===== src/rtl/booth_mult_seq.sv =====
// Iterative radix-4 Booth multiplier: retires one Booth digit per clock into a 2*WIDTH accumulator.
// Optional abort input enabled by defining MULT_ABORT_EN.
module booth_mult_seq #(
  parameter int WIDTH = 8
) (
  input  logic                      clk,
  input  logic                      rst,
  input  logic                      start,
`ifdef MULT_ABORT_EN
  input  logic                      abort,
`endif
  input  logic signed [WIDTH-1:0]   x,
  input  logic signed [WIDTH-1:0]   y,
  output logic                      busy,
  output logic                      done,
  output logic signed [2*WIDTH-1:0] product
);

  localparam int HALF  = WIDTH / 2;
  localparam int CNT_W = (HALF > 1) ? $clog2(HALF) : 1;
  localparam logic [CNT_W-1:0] LAST = CNT_W'(HALF - 1);

  typedef enum logic [1:0] {S_IDLE, S_RUN, S_DONE} state_t;

  state_t                    r_state;
  logic [WIDTH:0]            r_xr;
  logic signed [WIDTH-1:0]   r_y;
  logic [2*WIDTH-1:0]        r_acc;
  logic [CNT_W-1:0]          r_cnt;
  logic                      r_busy;
  logic                      r_done;
  logic signed [2*WIDTH-1:0] r_product;

  logic [WIDTH+2:0]          w_pp_raw;
  logic                      w_neg;
  logic [WIDTH+1:0]          w_ppx;
  logic [2*WIDTH-1:0]        w_ext;
  logic [2*WIDTH-1:0]        w_addend;
  logic [2*WIDTH-1:0]        w_cin;
  logic [2*WIDTH-1:0]        w_acc_next;

  // Returns {negate, partial product already inverted when negating}; the +1 is applied as carry-in.
  function automatic logic [WIDTH+2:0] booth_pp(input logic [2:0] d,
                                                input logic signed [WIDTH-1:0] m);
    logic signed [WIDTH+1:0] m1;
    logic signed [WIDTH+1:0] m2;
    logic signed [WIDTH+1:0] sel;
    logic                    neg;
    m1  = {{2{m[WIDTH-1]}}, m};
    m2  = {m[WIDTH-1], m, 1'b0};
    sel = '0;
    neg = 1'b0;
    case (d)
      3'b001, 3'b010: sel = m1;
      3'b011:         sel = m2;
      3'b100:         begin sel = m2; neg = 1'b1; end
      3'b101, 3'b110: begin sel = m1; neg = 1'b1; end
      default:        sel = '0;
    endcase
    return {neg, neg ? ~sel : sel};
  endfunction

  // Digit decode and shifted add; the inverted PP shifts in zeros, so carry-in sits at bit 2*cnt.
  always_comb begin
    w_pp_raw   = booth_pp(r_xr[2:0], r_y);
    w_neg      = w_pp_raw[WIDTH+2];
    w_ppx      = w_pp_raw[WIDTH+1:0];
    w_ext      = {{(WIDTH-2){w_ppx[WIDTH+1]}}, w_ppx};
    w_addend   = w_ext << {r_cnt, 1'b0};
    w_cin      = (2*WIDTH)'(w_neg) << {r_cnt, 1'b0};
    w_acc_next = r_acc + w_addend + w_cin;
  end

  always_ff @(posedge clk) begin
    if (rst) begin
      r_state   <= S_IDLE;
      r_xr      <= '0;
      r_y       <= '0;
      r_acc     <= '0;
      r_cnt     <= '0;
      r_busy    <= 1'b0;
      r_done    <= 1'b0;
      r_product <= '0;
    end else begin
      case (r_state)
        S_RUN: begin
`ifdef MULT_ABORT_EN
          if (abort) begin
            r_state <= S_IDLE;
            r_busy  <= 1'b0;
          end else
`endif
          begin
            r_acc <= w_acc_next;
            r_xr  <= $signed(r_xr) >>> 2;
            r_cnt <= r_cnt + CNT_W'(1);
            if (r_cnt == LAST) begin
              r_product <= $signed(w_acc_next);
              r_state   <= S_DONE;
              r_busy    <= 1'b0;
              r_done    <= 1'b1;
            end
          end
        end
        default: begin
          r_done <= 1'b0;
          if (start) begin
            r_xr    <= {x, 1'b0};
            r_y     <= y;
            r_acc   <= '0;
            r_cnt   <= '0;
            r_state <= S_RUN;
            r_busy  <= 1'b1;
          end else begin
            r_state <= S_IDLE;
            r_busy  <= 1'b0;
          end
        end
      endcase
    end
  end

  assign busy    = r_busy;
  assign done    = r_done;
  assign product = r_product;

endmodule


===== config.mk =====
export PLATFORM = sky130hd
export DESIGN_NAME = booth_mult_seq
export DESIGN_NICKNAME = d
export VERILOG_FILES = /design/src/rtl/booth_mult_seq.sv
export SDC_FILE = /design/constraint.sdc
export NUM_CORES = 1
export LEC_CHECK = 0
export BUFFER_PORTS_ARGS = -buffer_cell sky130_fd_sc_hd__buf_2
export CORE_ASPECT_RATIO = 0.7
export CORE_UTILIZATION = 55
export CTS_BUF_LIST = sky130_fd_sc_hd__clkbuf_8
export DETAILED_ROUTE_END_ITERATION = 8
export PLACE_DENSITY = 0.89
export SETUP_SLACK_MARGIN = 0.2
export SLEW_MARGIN = 10
export SYNTH_ARGS = -nofsm -noshare
export SYNTH_HDL_FRONTEND = slang
export SYNTH_SLANG_ARGS = --single-unit

===== constraint.sdc =====
create_clock -name clk -period 3.97 [get_ports clk]
set_clock_uncertainty 0.15 [all_clocks]
set_input_delay 0.397 -clock clk [delete_from_list [all_inputs] [get_ports clk]]
set_output_delay 0.397 -clock clk [all_outputs]
set_load 0.02 [all_outputs]

# Word level (Yosys, flattened, before mapping)
# Index checks and enable logic that the tools add are counted.
# classes
eq_ne	9
n_reduce_logical	7
n_bitwise	2
n_addsub	3
muxes	15
n_shift	2
# op_table
op	count
16-bit adder	2
16-bit two-way mux	2
10-bit one-hot mux with 2 select lines	1
8-bit two-way mux	2
1-bit by 3-bit << shifter with 16-bit output	1
16-bit by 3-bit << shifter with 16-bit output	1
10-bit two-way mux	1
10-bit NOT	1
3-bit == test (second input constant)	3
2-bit two-way mux	4
3-bit by 2-bit == test with 1-bit output (second input constant)	2
1-bit two-way mux	5
2-bit AND reduction	2
2-bit OR reduction	2
4-bit OR reduction	1
3-bit by 1-bit == test with 1-bit output (second input constant)	1
3-bit OR reduction	1
2-bit by 1-bit adder with 2-bit output (second input constant)	1
2-bit by 1-bit == test with 1-bit output (second input constant)	1
2-bit == test (second input constant)	1
2-bit inequality test (second input constant)	1
2-bit nonzero test	1
1-bit NOT	1
# word_totals
out_inout_bits	18
ff_bits	55
inputBits	19

# Depth between registers and ports, before layout
# Gate-level depths: netlist (run 1).
# depth
ltp_word	9
mapped_depth	17
ltp_nobuf	17

# Worst setup path before layout (run 1)
# OpenSTA, ideal clock, no wires.
# synth_timing
path_kind	register to register
startpoint	register r_xr[0]
endpoint	register r_product[13] (netlist: product[13])
period_less_slack_ps	3910
arrival_ps	3643
n_path_buf	1
required_ps	3703
path_stages_with_launch	18
path_slack_ps	60
path_cell_list	dfxtp_1 > inv_1 > ha_1 > clkbuf_1 > a22oi_1 > o21ai_0 > xnor2_1 > nand2_1 > fa_1 > inv_1 > fa_1 > a211oi_1 > nor2_1 > o211ai_1 > o21ai_0 > a21oi_1 > xnor2_1 > a22o_1
# synth_via
elab_chain_cells	8
elab_cells_between_ends	17
classes_between	2 x add/sub; 6 x eq/ne; 2 x shift; 3 x mux; 1 x bitwise; 3 x reduce/logical
# synth_lines
item	line_no	source
start: declaration	26	logic [WIDTH:0] r_xr;
start signal: assignment	95	r_xr <= $signed(r_xr) >>> 2;
start signal: assignment	108	r_xr <= {x, 1'b0};
3-bit == test (tied with other cells)	53	case (d)
4-bit OR reduction (no line) or 2-bit OR reduction (tied branches)	--	
10-bit one-hot mux with 2 select lines	53	
10-bit NOT	60	return {neg, neg ? ~sel : sel};
10-bit two-way mux	60	
16-bit by 3-bit << shifter with 16-bit output	69	w_addend = w_ext << {r_cnt, 1'b0};
16-bit adder	71	w_acc_next = r_acc + w_addend + w_cin;
16-bit adder (*)	71	
end signal: assignment	98	r_product <= $signed(w_acc_next);
end: declaration	32	logic signed [2*WIDTH-1:0] r_product;
# Every way passes the cells marked *; elsewhere a longest branch is shown, timed or not.
# A chain may end at the register's enable or synchronous reset.

# Worst setup path in the final report (run 1)
# layout_timing
startpoint	register r_xr[0]
endpoint	register r_product[8] (netlist: product[8])
# Same word-level chain as after synthesis.

==> results of run 1 <==
## repair_timing
action	in CTS	in global routing
hold buffers	0	0
buffers inserted	4	6
pin swaps	23	16
resized for setup	26	28
setup endpoints to repair	18	20
## layout by cell type (no fill, tap or decap), drive strengths merged, types with 9 or more instances in the layout
master and instances:
o21ai 18, a22o 26, nand3 11, a211oi 14, inv 11, mux2i 13, buf 62, nand2 26
ha 30, a21oi 31, xnor2 9, nor2 26, dfxtp 54, xor2 13
## path summary, 6_finish.rpt
path	endpoint	slack, ns
worst max-delay path	product[8]	0.07
worst min-delay path	r_y[7]	0.17
worst max register to register	product[8]	0.07
worst min register to register	product[9]	0.30
## sequential cells by signal (all words and copies together) (netlist names)
register,flops
r_y,8
done,1
r_cnt,2
product,16
r_acc,16
r_xr,9
r_state,2
## final cells by class
type                       instances  area [µm²]
clock buffer                       6        82.6
clock inverter                     2        8.76
fill                             364        1500
inverter                          10        37.5
multi-input combinational        270        2230
sequential                        54        1090
tap                               72        90.1
timing repair buffer              62         387
## power groups by stage
stage	sequential, mW	clock [mW]	combinational [mW]
after floorplan	0.592	0	0.231
after global placement	0.596	0	0.297
after detailed placement	0.598	0	0.312
after CTS	0.586	0.323	0.348
after global routing	0.590	0.346	0.420
final	0.588	0.323	0.389
## metal layers
metal | vias to the layer above | part of all wire, %
met2 | 134 | 46
met1 | 1424 | 45
met3 | 24 | 7.3
li1 | 1371 | -
met5 | - | 0
met4 | 0 | 2.1
## cells by family after synthesis
| family | after synthesis |
|---|---|
| adders and majority gates | 35 |
| muxes | 16 |
| AOI/OAI and AO/OA | 113 |
| DFF | 54 |
| and+or+nand+nor | 84 |
| buffers and inverters | 28 |
| xor gates and xnor gates | 22 |
## critical path: stages (launching register included)
cell and delay [ns]:
dfxtp_2 0.37, inv_2 0.06, ha_4 0.15, mux2_4 0.29, buf_4 0.17, a22oi_1 0.20, mux2i_1 0.14, xor2_1 0.21
nor2_1 0.07, ha_1 0.31, ha_4 0.28, o21ai_0 0.20, nor2_1 0.10, o31a_1 0.36, buf_4 0.16, o21ai_2 0.10
nand2b_1 0.08, xor2_1 0.17, a22o_1 0.20
## through the flow
step / instances / area [µm²] / total power, mW / hold WS [ns] / utilization (%)
final: 476 / 3920 / 1.30 / 0.173 / 72.3
after global routing: 476 / 3920 / 1.36 / 0.178 / 72.3
after CTS: 470 / 3780 / 1.26 / 0.169 / 69.8
after detailed placement: 458 / 3530 / 0.909 / 0.287 / 65.1
after global placement: 458 / 3530 / 0.893 / 0.280 / 65.1
after floorplan: 352 / 3220 / 0.823 / 0.275 / -
==> impl_metrics.toml, run 1 <==
[timing]
slew_violations = 0
hold_viol_final = 0
period_minus_slack_ns = 3.90
tightest_slew_ns = 0.484
fmax_mhz = 257
tns_ns = 0
rsz0062_at_grt = "true"
min_period_over_period_pct = 98.2
final.setup.worst_slack_ns = 0.0729
slew_headroom_pct = 67.6
setup_viol = 0

[floorplanning]
io_pins = 37
core_um2 = 5420
dieHeight_um = 65.8
start_util_pct = 58.9
rows = 22
dieArea_um2 = 6120
die_w_um = 93.1

[worst_hold_path]
min_from = "y[7]"
min_path_type = "in2reg"
min_path_cells = 3

[synthesis]
synth.mux.area_fraction_pct = 5.25
yosysTopAreaCell = "dfxtp_1"
synth_top_family_by_area = "compound AO/OA/AOI/OAI gates"
synth_top_area_share_pct = 33.9
ys_warn_count = 0
synth_fa_ha_area_share_pct = 14.9
yosysMostFrequentCell = "dfxtp_1"
syn_area_per_cell_um2 = 9.07
syn-num-nets = 406
ys_seq_elements = 54
synthTopCellsByArea = "dfxtp_1 (34%), ha_1 (12%), a22o_1 (7.1%)"
async_reset_ff_share_pct = 0
synth_simple_gate_area_share_pct = 12.0
synth_common_cells = "dfxtp_1 (54), a21oi_1 (30), ha_1 (30)"
synth_compound_area_share_pct = 24.3
synth-main-ff-cell = "dfxtp_1"
synth_seq_area_share_pct = 33.9
synth_cell_types = 38
synthXorXnorAreaFrac_pct = 6.27
synthCells = 352
netlist_area_um2 = 3190
synth_edf_count = 0

[power]
vdd_drop_max_v = 0.000182
p_comb_share_pct = 29.9
leakage_nw = 1.76
p_per_area_nw_per_um2 = 332
swShare_pct = 32.9
p_sw_uw = 428
internal-power_uw = 872
clockPowerShare_pct = 24.9
seqPwrFrac_pct = 45.2

[status]
status = "completed"

[routing]
first_pass_iters = 5
num_vias = 2953
avgRoutedWirePerCell_um = 18.2
routed_wl_um = 8670
drt_iter0_markers = 298
drc = 0
vias_per_cell = 6.20
antenna_left = 0

[placement]
gp_congestion = 0.941
dp_hpwl_um = 5730
io_buffers = 36
pre_cts_slack_ns = -0.0940

[layout]
fin_nets = 457
synthToLayoutAreaGrowth_pct = 22.8
drive_gt1_share_pct = 29.5
num_antenna_cells = 0

[clock_tree]
cts-buffers-inserted = 5
htreeDepth = 2
clockBufferDepth = 2
cts_tree = "yes"
cts-root-buf = "clkbuf_8"
clk_pin_slew_ns = 0.10
clk_latency_ns = 0.32
clock_sinks = 54

[worst_setup_path]
cp_data_arrival_time_ns = 3.96
critPathMaxFanout = 5
start_kind = "register"
r2r-start = "r_xr[0]"
end_kind = "register"
r2r_cells = 18
startpoint = "r_xr[0]"
worstPathRequired_ns = 4.04
worstSetupPathType = "reg2reg"

[global_routing]
use_met3_pct = 6.48
first_global_vias = 2756
grt_busiest_layer = "met2"
grt_pass1_wl_um = 13400
grt_remaining_overflow = 0
antenna_found_initial = 0
grt_max_degree = 26
grt_util_all_layers_pct = 28.7
grt_use_met2_pct = 46.0
grtUsageMet1_pct = 37.7

[run]
maxCapViolCount = 0
Note: power is estimated with default switching activity, not from simulation.
==> inputs of run 2 (changes only) <==
==> constraint.sdc (replaced) <==
create_clock -name clk -period 3.97 [get_ports clk]
set_clock_uncertainty 0.15 [all_clocks]
set_input_delay 0 -clock clk [delete_from_list [all_inputs] [get_ports clk]]
set_output_delay 0 -clock clk [all_outputs]
set_load 0.02 [all_outputs]
==> impl_metrics.toml, run 2 (synthesized netlist as in run 1, its figures left out) <==
[global_routing]
grt_max_degree = 26
grt_remaining_overflow = 0
first_global_vias = 3078
grt_util_all_layers_pct = 34.7
antenna_found_initial = 0
grt_pass1_wl_um = 16000

[layout]
final_util_pct = 80.2
final_common_cell = "dfxtp_1"
synthToLayoutAreaGrowth_pct = 36.1
fin_nets = 488
drive_gt1_share_pct = 31.5
final_cell_mix = "dfxtp_1 (52), buf_2 (36)"
num_antenna_cells = 0
fin_cells = 507

[placement]
place_inst = 458
io_buffers = 36
dp_hpwl_um = 5730
gp_congestion = 0.941

[floorplanning]
io_pins = 37
dieArea_um2 = 6120
core_um2 = 5420
die_w_um = 93.1
dieHeight_um = 65.8
rows = 22
start_util_pct = 58.9

[routing]
antenna_left = 0
routed_wl_um = 11800
top_layer_used = "met4"
num_vias = 3459
first_pass_iters = 5
dr_wl_met2_um = 5080
drc = 0
met3_length_um = 1320
met1Wirelength_um = 4330
drt_iter0_markers = 487
vias_per_cell = 6.82
avgRoutedWirePerCell_um = 23.2

[power]
leakage_nw = 1.94
internal-power_uw = 918
swShare_pct = 34.6
vdd_drop_max_v = 0.000196
p_per_area_nw_per_um2 = 323
finalPower_mw = 1.40
seqPwrFrac_pct = 42.1
p_comb_share_pct = 34.4
clockPowerShare_pct = 23.5
p_sw_uw = 485

[worst_setup_path]
critPathMaxFanout = 7
cp_data_arrival_time_ns = 4.18
worstSetupPathType = "reg2reg"
reg2reg_slack_ns = -0.13
start_kind = "register"
end_kind = "register"
worstPathRequired_ns = 4.04

[clock_tree]
clockBufferDepth = 2
clk_pin_slew_ns = 0.10
clk_latency_ns = 0.33
cts-buffers-inserted = 5
cts-root-buf = "clkbuf_8"
clock_sinks = 54
cts_tree = "yes"
htreeDepth = 2

[timing]
period_minus_slack_ns = 4.10
final.setup.worst_slack_ns = -0.131
min_period_over_period_pct = 103
slew_headroom_pct = 65.0
fmax_mhz = 244
rsz0062_at_grt = "true"
setup_viol = 14
hold_viol_final = 0
slew_violations = 0
tightest_slew_ns = 0.524
holdWs_ns = 0.0710

[status]
status = "complete, but fails checks"
violations = "negative setup slack"

[worst_hold_path]
min_path_type = "in2reg"

[run]
maxCapViolCount = 0
## run 2: changes by cell type in the layout (fill, tap and decap cells not counted), sizes merged
cell	delta
buf	+5
dlygate4sd3	+26
## run 2: final cells by class
cell class / count / area [µm²]
multi-input cells: 270 / 2340
flip-flops and latches: 54 / 1090
fillers: 290 / 1080
repair buffers: 93 / 703
well taps: 72 / 90.1
clock buffers: 6 / 82.6
inverters: 10 / 40.0
clock inverters: 2 / 8.76
## run 2: metal layers
layer / global-route usage [%] / vias to the layer above
li1: - / 1435
met2: 58.1 / 306
met4: 16.0 / 0
met3: 7.06 / 121
met1: 43.2 / 1597
met5: 0 / -
## run 2: what timing repair did
item | in CTS | in global routing
pin swaps | 23 | 31
gates resized for setup | 26 | 51
setup buffers | 4 | 11
endpoints found under the hold margin | 18 | 0
hold buffers | 26 | 0
endpoints found under the setup margin | 18 | 22
gates cloned | 0 | 0
## run 2: power by group through the flow
stage | combinational (mW) | clock, mW | sequential (mW)
after floorplan | 0.231 | 0 | 0.592
after global placement | 0.297 | 0 | 0.596
after detailed placement | 0.312 | 0 | 0.598
after CTS | 0.367 | 0.323 | 0.586
after global routing | 0.506 | 0.346 | 0.592
final | 0.483 | 0.329 | 0.591
## run 2: critical path, stage by stage (launching register included)
cell	delay [ns]
dfxtp_2	0.35
buf_4	0.14
ha_1	0.23
o31ai_4	0.32
buf_6	0.20
xnor2_1	0.26
o22ai_2	0.17
fa_1	0.65
ha_4	0.24
buf_4	0.15
o21ai_2	0.12
nor2_2	0.06
o211ai_1	0.29
nand2b_1	0.17
a21oi_2	0.21
xnor2_2	0.08
a22o_1	0.18
## run 2: stage by stage
stage	worst slack, ns	instance area, µm²	TNS (ns)
6_report	-0.131	4350	-1.21
5_1_grt	-0.363	4350	-2.94
4_1_cts	0.192	4040	0
3_5_place_dp	-0.0940	3530	-0.448
3_3_place_gp	0.0877	3530	0
2_1_floorplan	0.201	3220	0
## run 2: final timing paths
kind	from	to	cells after the start
setup / recovery	r_xr[0]	r_acc[11]	16
hold / removal	start	r_state[0]	3
setup reg to reg	r_xr[0]	r_acc[11]	16
hold reg to reg	product[9]	product[9]	2
==> inputs of run 3 (changes only) <==
Settings changed: CORE_UTILIZATION 55 to 65, PLACE_DENSITY 0.89 to 0.95, REMOVE_ABC_BUFFERS set to 1.
Clock period 3.97 ns to 5.3 ns, I/O delays scaled along.
==> impl_metrics.toml, run 3 (synthesized netlist as in run 1, its figures left out) <==
[floorplanning]
dieArea_um2 = 5200
dieHeight_um = 60.6
io_pins = 37
die_w_um = 85.8
core_um2 = 4530
rows = 20
start_util_pct = 70.5

[clock_tree]
cts_setup_buffers = 0
clock_sinks = 54
cts-buffers-inserted = 5
cts_tree = "yes"
clockBufferDepth = 2
cts_resized = 0
cts-root-buf = "clkbuf_8"
htreeDepth = 2
clk_pin_slew_ns = 0.11
clk_latency_ns = 0.33

[timing]
rsz0062_at_grt = "false"
tns_ns = 0
period_minus_slack_ns = 4.65
holdWs_ns = 0.109
tightest_slew_ns = 0.935
fmax_mhz = 215
min_period_over_period_pct = 87.6
slew_violations = 0
hold_viol_final = 0
slew_headroom_pct = 37.7
setup_viol = 0

[routing]
vias_per_cell = 6.70
first_pass_iters = 7
routed_wl_um = 9870
avgRoutedWirePerCell_um = 20.7
drt_iter0_markers = 380
num_vias = 3203
antenna_left = 0
drc = 0

[layout]
fin_nets = 465
num_antenna_cells = 0
synthToLayoutAreaGrowth_pct = 20.0
final_cell_mix = "dfxtp_1 (54), buf_2 (36), dlygate4sd3_1 (31)"
drive_gt1_share_pct = 13.6
final_common_cell = "dfxtp_1"

[worst_setup_path]
critical_path.top_delay_family = "compound AO/OA/AOI/OAI gates"
path_buf_inv = 2
cp_data_arrival_time_ns = 4.73
critPathMaxFanout = 8
cpPeakStageDelay_ns = 0.55
worstSetupPathType = "reg2reg"
worstPathRequired_ns = 5.39
end_kind = "register"
cp_cell_sequence = "inv_1 -> ha_1 -> mux2_4 -> a22oi_1 -> o21ai_0 -> xnor2_1 -> nand2_1 -> fa_1 -> inv_1 -> ha_1 -> a211oi_1 -> nor2_1 -> o31a_1 -> a211oi_1 -> o21bai_1 -> xor2_1 -> a22o_1"
slowest_stage = "fa_1"
reg2reg_slack_ns = 0.65
start_kind = "register"

[global_routing]
grt_max_degree = 27
grt_pass1_wl_um = 15400
grt_remaining_overflow = 0
antenna_found_initial = 0
first_global_vias = 3078
grt_util_all_layers_pct = 39.9

[worst_hold_path]
min_path_type = "in2reg"

[placement]
gp_congestion = 0.937
dp_hpwl_um = 5370
io_buffers = 36

[power]
vdd_drop_max_v = 0.000229
p_per_area_nw_per_um2 = 260
leakage_nw = 1.77

[status]
status = "completed"

[run]
maxCapViolCount = 0
run 3: cell count changes in the layout (fill, tap and decap cells not counted), sizes merged:
cell,change
clkbuf,-1
inv,-1
bufinv,+1
dlygate4sd3,+5
buf,-28
clkinv,+1
run 3: layout make-up:
class | instances | area, µm²
fillers | 225 | 697
inverters | 10 | 37.5
repair buffers | 70 | 513
well taps | 66 | 82.6
flip-flops and latches | 54 | 1080
clock inverters | 3 | 40.0
multi-input cells | 270 | 2010
clock buffers | 5 | 68.8
run 3: power breakdown:
group	leakage (nW)	total, mW	switching, mW	internal, mW
combinational	1.28	0.264	0.155	0.108
clock	0.0579	0.289	0.149	0.140
sequential	0.440	0.444	0.0201	0.424
run 3: worst paths after layout:
kind | end | start | cells after the start
hold reg to reg | product[15] | product[15] | 2
setup reg to reg | product[14] | r_xr[1] | 17
hold / removal | r_state[0] | start | 3
setup / recovery | product[14] | r_xr[1] | 17
run 3: worst reg2reg max path: cells and delay by family, from the launching register on:
kind	cells	cell delay [ns]
compound gates	7	1.64
fa+ha+maj	3	1.10
xor+xnor	2	0.46
flops	1	0.43
mux	1	0.33
simple gates	2	0.27
buf+inv	2	0.19
run 3: timing repair:
| item | CTS | global route |
|---|---|---|
| hold buffers | 31 | 0 |
| hold endpoints to repair | 18 | 0 |
| endpoints found under the setup margin | 0 | 0 |
run 3: metrics by stage:
step | std cells | instance area, µm² | power (mW) | util (%) | setup slack [ns]
final | 478 | 3830 | 0.997 | 84.6 | 0.655
after global placement | 439 | 3410 | 0.655 | 75.2 | 1.11
after floorplan | 334 | 3120 | 0.606 | - | 1.35
after CTS | 478 | 3830 | 0.956 | 84.5 | 0.910
after detailed placement | 439 | 3410 | 0.666 | 75.2 | 0.935
after global routing | 478 | 3830 | 1.03 | 84.6 | 0.420
run 3: layer usage:
metal  global-route usage [%]  vias to the layer above  routed length [µm]
li1                         -                     1392                   -
met2                     66.5                      240                4480
met5                        0                        -                   0
met4                     27.4                        0                 686
met3                     11.3                       92                 990
met1                     46.3                     1479                3710
